## src/rtl/mem_arbiter.sv

```systemverilog
// mem_arbiter
//   Shares one 16-bit-word memory between two byte-addressed requesters.
//   Port A is the CPU data side and port B is the loader/debug port.
//   Each byte address is converted to a word address plus a byte lane.
//   The memory only writes whole words, so a byte write is done as a
//   read-modify-write: read the word, merge the new byte, write it back.
//
// Ports
//   clk, rst_n            clock (rising edge), synchronous active-low reset
//   x_req/we/word/addr/   per-port request (x = a | b); the request is held
//   x_wdata                 until x_ack; byte writes use wdata[7:0]
//   x_ack                 one-cycle completion pulse
//   x_rdata               read data; held until the next read on that port
//   mem_addr/we/wdata     word address, write enable and write word to the
//                           memory macro; the write commits on the clock edge
//   mem_rdata             combinational read word for mem_addr
module mem_arbiter #(
    parameter int ADDR_W = 8
) (
    input  logic              clk,
    input  logic              rst_n,
    input  logic              a_req,
    input  logic              a_we,
    input  logic              a_word,
    input  logic [ADDR_W-1:0] a_addr,
    input  logic [15:0]       a_wdata,
    output logic              a_ack,
    output logic [15:0]       a_rdata,
    input  logic              b_req,
    input  logic              b_we,
    input  logic              b_word,
    input  logic [ADDR_W-1:0] b_addr,
    input  logic [15:0]       b_wdata,
    output logic              b_ack,
    output logic [15:0]       b_rdata,
    output logic [ADDR_W-2:0] mem_addr,
    output logic              mem_we,
    output logic [15:0]       mem_wdata,
    input  logic [15:0]       mem_rdata
);

    typedef enum logic [1:0] {IDLE, ACCESS, WRITE} state_t;

    state_t            state_q, state_d;
    logic              own_q, own_d;       // 0 = port A, 1 = port B
    logic              last_q, last_d;     // port granted most recently
    logic              we_q, we_d;
    logic              word_q, word_d;
    logic [ADDR_W-1:0] addr_q, addr_d;
    logic [15:0]       wdata_q, wdata_d;
    logic [15:0]       merge_q, merge_d;
    logic              a_ack_q, a_ack_d;
    logic              b_ack_q, b_ack_d;
    logic [15:0]       a_rdata_q, a_rdata_d;
    logic [15:0]       b_rdata_q, b_rdata_d;

    logic              a_elig, b_elig, grant_b, done;
    logic [15:0]       rd_val;
    logic [ADDR_W-2:0] mem_addr_c;
    logic              mem_we_c;
    logic [15:0]       mem_wdata_c;

    always_comb begin
        state_d     = state_q;
        own_d       = own_q;
        last_d      = last_q;
        we_d        = we_q;
        word_d      = word_q;
        addr_d      = addr_q;
        wdata_d     = wdata_q;
        merge_d     = merge_q;
        a_rdata_d   = a_rdata_q;
        b_rdata_d   = b_rdata_q;
        mem_addr_c  = '0;
        mem_we_c    = 1'b0;
        mem_wdata_c = '0;
        done        = 1'b0;
        // A port in its ack cycle still shows req high; ignoring it there
        // keeps the same request from being served twice.
        a_elig      = a_req & ~a_ack_q;
        b_elig      = b_req & ~b_ack_q;
        // Under contention, pick the port that was not granted last.
        grant_b     = b_elig & (~a_elig | ~last_q);
        rd_val      = word_q ? mem_rdata
                             : {8'h00, addr_q[0] ? mem_rdata[15:8] : mem_rdata[7:0]};

        case (state_q)
            IDLE: begin
                if (a_elig || b_elig) begin
                    own_d   = grant_b;
                    last_d  = grant_b;
                    we_d    = grant_b ? b_we    : a_we;
                    word_d  = grant_b ? b_word  : a_word;
                    addr_d  = grant_b ? b_addr  : a_addr;
                    wdata_d = grant_b ? b_wdata : a_wdata;
                    state_d = ACCESS;
                end
            end
            ACCESS: begin
                mem_addr_c = addr_q[ADDR_W-1:1];
                if (!we_q) begin
                    if (own_q) b_rdata_d = rd_val;
                    else       a_rdata_d = rd_val;
                    done    = 1'b1;
                    state_d = IDLE;
                end else if (word_q) begin
                    mem_we_c    = 1'b1;
                    mem_wdata_c = wdata_q;
                    done        = 1'b1;
                    state_d     = IDLE;
                end else begin
                    // First half of the byte write: capture the current word.
                    merge_d = mem_rdata;
                    state_d = WRITE;
                end
            end
            WRITE: begin
                mem_addr_c  = addr_q[ADDR_W-1:1];
                mem_we_c    = 1'b1;
                mem_wdata_c = addr_q[0] ? {wdata_q[7:0], merge_q[7:0]}
                                        : {merge_q[15:8], wdata_q[7:0]};
                done        = 1'b1;
                state_d     = IDLE;
            end
            default: state_d = IDLE;
        endcase

        a_ack_d = done & ~own_q;
        b_ack_d = done &  own_q;
    end

    always_ff @(posedge clk) begin
        if (!rst_n) begin
            state_q   <= IDLE;
            own_q     <= 1'b0;
            last_q    <= 1'b1;   // B counts as last granted, so A wins first
            we_q      <= 1'b0;
            word_q    <= 1'b0;
            addr_q    <= '0;
            wdata_q   <= '0;
            merge_q   <= '0;
            a_ack_q   <= 1'b0;
            b_ack_q   <= 1'b0;
            a_rdata_q <= '0;
            b_rdata_q <= '0;
        end else begin
            state_q   <= state_d;
            own_q     <= own_d;
            last_q    <= last_d;
            we_q      <= we_d;
            word_q    <= word_d;
            addr_q    <= addr_d;
            wdata_q   <= wdata_d;
            merge_q   <= merge_d;
            a_ack_q   <= a_ack_d;
            b_ack_q   <= b_ack_d;
            a_rdata_q <= a_rdata_d;
            b_rdata_q <= b_rdata_d;
        end
    end

    // A write must never reach the memory while reset is held, even if the
    // FSM is still in a write state during the first reset cycle.
    assign mem_we    = mem_we_c & rst_n;
    assign mem_addr  = mem_addr_c;
    assign mem_wdata = mem_wdata_c;
    assign a_ack     = a_ack_q;
    assign b_ack     = b_ack_q;
    assign a_rdata   = a_rdata_q;
    assign b_rdata   = b_rdata_q;

endmodule

```

## config.mk

```make
export PLATFORM = sky130hd
export DESIGN_NAME = mem_arbiter
export DESIGN_NICKNAME = d
export VERILOG_FILES = /design/src/rtl/mem_arbiter.sv
export SDC_FILE = /design/constraint.sdc
export NUM_CORES = 1
export LEC_CHECK = 0
export CAP_MARGIN = 20
export CORE_MARGIN = 2
export CORE_UTILIZATION = 49
export CTS_CLUSTER_SIZE = 20
export DETAILED_ROUTE_END_ITERATION = 12
export GPL_TIMING_DRIVEN = 0
export PLACE_DENSITY = 0.88
export SLEW_MARGIN = 20
export SYNTH_ARGS = -nofsm -noshare
export SYNTH_HDL_FRONTEND = slang
export SYNTH_SLANG_ARGS = --single-unit
```

## constraint.sdc

```tcl
create_clock -name clk -period 4.51 [get_ports clk]
set_input_delay 0.902 -clock clk [delete_from_list [all_inputs] [get_ports clk]]
set_output_delay 0.902 -clock clk [all_outputs]
set_load 0.02 [all_outputs]
```

## Yosys cells after proc, flatten, opt, wreduce, memory -nomap -nowiden

Cells that the tools add are included.

| word-level totals | value |
|---|---|
| bits in registers | 80 |
| input port bits | 72 |
| output and inout bits | 58 |
| logic and storage cells | 56 |

| cells by class | value |
|---|---|
| eq/ne operators | 3 |
| muxes and demuxes | 20 |
| bitwise gates (word level) | 14 |
| reduce and logical (&&, ||, !) cells | 7 |

Operator list:

| kind | number |
|---|---|
| 16-bit 2-to-1 mux | 5 |
| 16-bit case mux with 2 select lines | 1 |
| 8-bit 2-to-1 mux | 2 |
| 3-bit AND reduction | 3 |
| 7-bit 2-to-1 mux | 1 |
| 1-bit inverter | 7 |
| 1-bit AND | 6 |
| 2-bit 2-to-1 mux | 3 |
| 1-bit 2-to-1 mux | 5 |
| 1-bit case mux with 2 select lines | 2 |
| 2-bit case mux with 2 select lines | 1 |
| 2-bit by 1-bit == test with 1-bit output, second input constant | 1 |
| 2-bit == test, second input constant | 1 |
| 2-bit logical NOT | 1 |
| 2-bit != test, second input constant | 1 |
| 2-bit AND reduction | 1 |
| 2-bit OR reduction | 1 |
| 1-bit logical OR | 1 |
| 1-bit OR | 1 |

## Longest topological paths before layout

| logic depth | value |
|---|---|
| depth in word-level cells | 6 |
| mapped depth | 8 |
| depth with buffers taken out | 6 |

## Worst setup path after synthesis

OpenSTA, ideal clock, no wires.

| timing | value |
|---|---|
| kind | input to output |
| from | input rst_n |
| to | output mem_we |
| arrival | 1.530 ns |
| data required time | 3.608 ns |
| setup slack | 2.078 ns |
| stages | 3 |
| buffers on the path | 1 |
| cell sequence | clkbuf_1 -> nand2_1 -> nor2_1 |

| on the way | value |
|---|---|
| word-level cells in the longest chain between the ends | 1 |

Ends and longest elaborated chain:

| what | line | source |
|---|---|---|
| from (decl) | 21 | `input logic rst_n,` |
| 1-bit AND | 164 | `assign mem_we = mem_we_c & rst_n;` |
| to (decl) | 37 | `output logic mem_we,` |

No other way between the ends.

## Worst setup path in the final report

| timing | value |
|---|---|
| from | register state_q[0] |
| to | output mem_wdata[2] |

| on the way | value |
|---|---|
| word-level cells in the longest chain between the ends | 2 |
| elaborated cells between the ends (all ways) | 3 |
| those cells by class | 2 x eq/ne; 1 x mux |

Ends and longest elaborated chain:

| what | line | source |
|---|---|---|
| from (decl) | 44 | `state_t state_q, state_d;` |
| from (signal assigned) | 147 | `state_q <= state_d;` |
| 2-bit == test / 2-bit by 1-bit == test with 1-bit output (equally long branches) | 87 | `case (state_q)` |
| 16-bit case mux with 2 select lines * | 87 |  |
| to (decl) | 38 | `output logic [15:0] mem_wdata,` |

Mark *: on every way between the ends. The rest lies on a longest branch, timed or not.

==> flow_summary_export.csv <==
group,metric,value,unit
synth,synth-compound-area-share,0.230,
sta,setup_viol,0,
synth,synth_top_family_by_area,"compound AO/OA/AOI/OAI gates",
die,design.portCount,130,
sta,fin_crit,3.47,ns
placed_design,numPortBuffers,128,
setup_path,crit_slowest_cell,"sky130_fd_sc_hd__clkdlybuf4s50_1",
placed_design,place_congestion,0.884,
finish,finalInstanceArea,5390,um^2
power_and_ir_drop,worst_ir_drop_vdd,0.000199,V
cts,cts_made_buffers,9,
global_route,grt_util_all_layers,0.273,
synth,synthDominantAreaCellType,"sky130_fd_sc_hd__dfxtp_1",
synth,yosys.area_share.xor_xnor,0,
drt,ant_nets,0,
synth,synth.yosys.seq_area_share,0.425,
cts,total_number_of_h_tree_levels,3,
global_route,via_count_of_the_first_global_routing_pass,3710,
synth,primary_ff_master_synth,"sky130_fd_sc_hd__dfxtp_1",
sta,max_freq,288,MHz
die,placeableCoreArea,7370,um^2
die,die-width,91.7,um
synth,most_numerous_cell_types_in_the_synthesized_netlist,"sky130_fd_sc_hd__nand2_1 (120), sky130_fd_sc_hd__dfxtp_1 (80), sky130_fd_sc_hd__a21boi_1 (33)",
setup_path,critical-path-max-stage-delay,0.64,ns
synth,yosys.area.top_type_share,0.425,
synth,synth_fa_ha_area_frac,0.0133,
cts,post_cts_resized,0,
die,floorplan.initialDensity,0.512,
sta,timing_worst_slew_pin_value,0.504,ns
drt,wirelength,11600,um
placed_design,dpl-instance-area,5180,um^2
cts,cts_tree,"yes",
setup_path,worst_ep_required_time,3.61,ns
cts,clock_tree.root_cell,"sky130_fd_sc_hd__clkbuf_8",
sta,final.period_utilization,0.769,
sta,finalHoldViolations,0,
cts,source_to_sink_clock_delay_at_the_later_pin_of_the_worst_skew_pair,0.36,ns
drt,wl_per_cell,16.8,um
setup_path,crit_buf_inv,4,
global_route,antenna_found_initial,0,
synth,number_of_nets_in_the_synthesized_netlist,521,
global_route,grt_remaining_overflow,0,
die,design.die.area,8410,um^2
drt,residual_drc_count,0,
sta,maxSlewViolCount,0,
global_route,grt_start_max_net_pins,17,
die,die_h,91.7,um
finish,diodes,0,
setup_path,critical_path.startpoint_type,"flip-flop",
finish,area_growth_syn_to_layout,42.8,%
hold_path,worstHoldPathType,"reg2reg",
finish,n_fill_cell,543,
sta,setup_repair_after_global_routing_missed_its_margin,"no",
cts,ctsLongestPathBuffers,2,
cts,cts.sink_count,80,
synth,ys_seq_elements,80,
drt,first_pass_iters,5,
sta,fin_worst_skew,0.0108,ns
synth,synth_enable_flop_cells,0,
power_and_ir_drop,cellPowerDensity,321,nW/um^2
synth,ys.warnings.count,0,
drt,detailedRoute.firstIterationViolations,296,
drt,vias_per_cell,5.62,
synth,syn-mean-instance-area,8.47,um^2
synth,async_sr_flop_fraction,0,
cts,clkTransAtPathRegs,0.10,ns
finish,nets,660,
sta,setup_total_negative_slack,0,ns
cts,postcts_setup_bufs,0,
setup_path,worst-endpoint-arrival,2.57,ns
global_route,first_pass_grt_wire_length,18300,um
synth,synth.top_cells.by_area,"sky130_fd_sc_hd__dfxtp_1 (42%), sky130_fd_sc_hd__nand2_1 (12%), sky130_fd_sc_hd__a21boi_1 (6.6%), sky130_fd_sc_hd__a31oi_1 (4.5%), sky130_fd_sc_hd__o211a_1 (4.2%)",
sta,slew_headroom,0.664,
setup_path,crit_path_cell_trace,"inv_1, ha_1, clkbuf_1, and2_1, buf_2, a22oi_1, nor2b_1, clkdlybuf4s50_1",
setup_path,criticalPathCategory,"reg2out",
synth,syn-cell-area,3770,um^2
synth,synth.most_common_cell,"sky130_fd_sc_hd__nand2_1",
run,drv.max_cap_violation_count,0,
synth,synthCells,445,
setup_path,crit_path_end_kind,"primary output",
run_status,run_status,"complete, no violations",
synth,yosys.area_share.simple,0.228,
die,row_count,31,
setup_path,critPathTopFamily,"buffers and inverters",
cts,hold_buffers,0,
synth,yosysUniqueCellTypes,37,
placed_design,post_dp_hpwl,8790,um
setup_path,crit_path_max_fanout,9,
synth,synthMuxAreaShare,0.0478,
drt,route.vias.total,3865,
finish,drive_gt1_frac,0.0934,
power_and_ir_drop,cellLeakagePower,2.13,nW
[sequential cells by signal (all words and copies together), names as in the netlist]
| register | count |
|---|---|
| a_rdata | 16 |
| b_rdata | 16 |
| merge_q | 16 |
| wdata_q | 16 |
| addr_q | 8 |
| state_q | 2 |
| a_ack | 1 |
| b_ack | 1 |
| last_q | 1 |
| own_q | 1 |
| we_q | 1 |
| word_q | 1 |
[cells in the final DEF (no fill, tap or decap), drive strengths merged, types with 2 or more instances in the layout]
master	instances
o211a	16
nand3	18
a21boi	34
a22oi	16
mux2	8
inv	7
and2	10
o21ai	26
nand3b	2
clkbuf	20
a31oi	27
ha	4
clkdlybuf4s50	128
nor2b	17
nand2	121
dfxtp	80
nor3b	2
mux2i	9
nor2	3
buf	25
nand2b	5
[power by group]
group          total [mW]  switching, mW  internal, mW
logic               0.365          0.188         0.177
clock network       0.572          0.304         0.269
registers           0.792         0.0355         0.757
[layout make-up]
cell class              count  area, um^2  share of cell area
multi-input cells         326        1960               0.363
flip-flops and latches     80        1600               0.297
repair buffers            128        1280               0.238
plain buffers              36         203              0.0376
clock buffers               9         124              0.0230
well taps                  99         124              0.0230
clock inverters             7        86.3              0.0160
inverters                   3        11.3             0.00209
[through the flow]
stage               worst slack, ns  std cells  hold slack, ns  total power [mW]  utilization
finish                         1.04        688           0.457              1.73        0.731
global route                  0.823        688           0.470              1.79        0.731
floorplan                      2.08        445           0.433              1.00            -
detailed placement             1.45        672           0.444              1.17        0.702
CTS                            1.04        688           0.458              1.72        0.731
global placement               1.51        672           0.442              1.15        0.702
[per-layer routing]
layer / up-vias / track usage / share of wire
met5: - / 0 / 0
met4: 0 / 0.101 / 0.022
met3: 25 / 0.0435 / 0.067
met2: 173 / 0.468 / 0.50
met1: 1850 / 0.347 / 0.41
li1: 1817 / - / -
[tightest hold or removal path: stages (launching register included)]
cell and delay, ns:
sky130_fd_sc_hd__dfxtp_1 0.32, sky130_fd_sc_hd__nand2_1 0.05, sky130_fd_sc_hd__a21boi_1 0.05
[final timing paths]
kind | start | endpoint | slack [ns] | depth (start not counted)
setup / recovery | state_q[0] | mem_wdata[2] | 1.04 | 8
hold / removal | b_rdata[10] | b_rdata[10] | 0.46 | 2
setup reg to reg | state_q[0] | addr_q[4] | 2.79 | 5
hold reg to reg | b_rdata[10] | b_rdata[10] | 0.46 | 2
[kinds of logic (layout without fill, tap and decap cells)]
kind of cell | count (synthesis) | count (layout)
muxes | 17 | 17
and+or+nand+nor | 184 | 184
buffers and inverters | 39 | 183
DFF | 80 | 80
AOI/OAI and AO/OA | 121 | 121
adders and majority gates | 4 | 4
No activity file was read; power rests on OpenSTA's default activity.
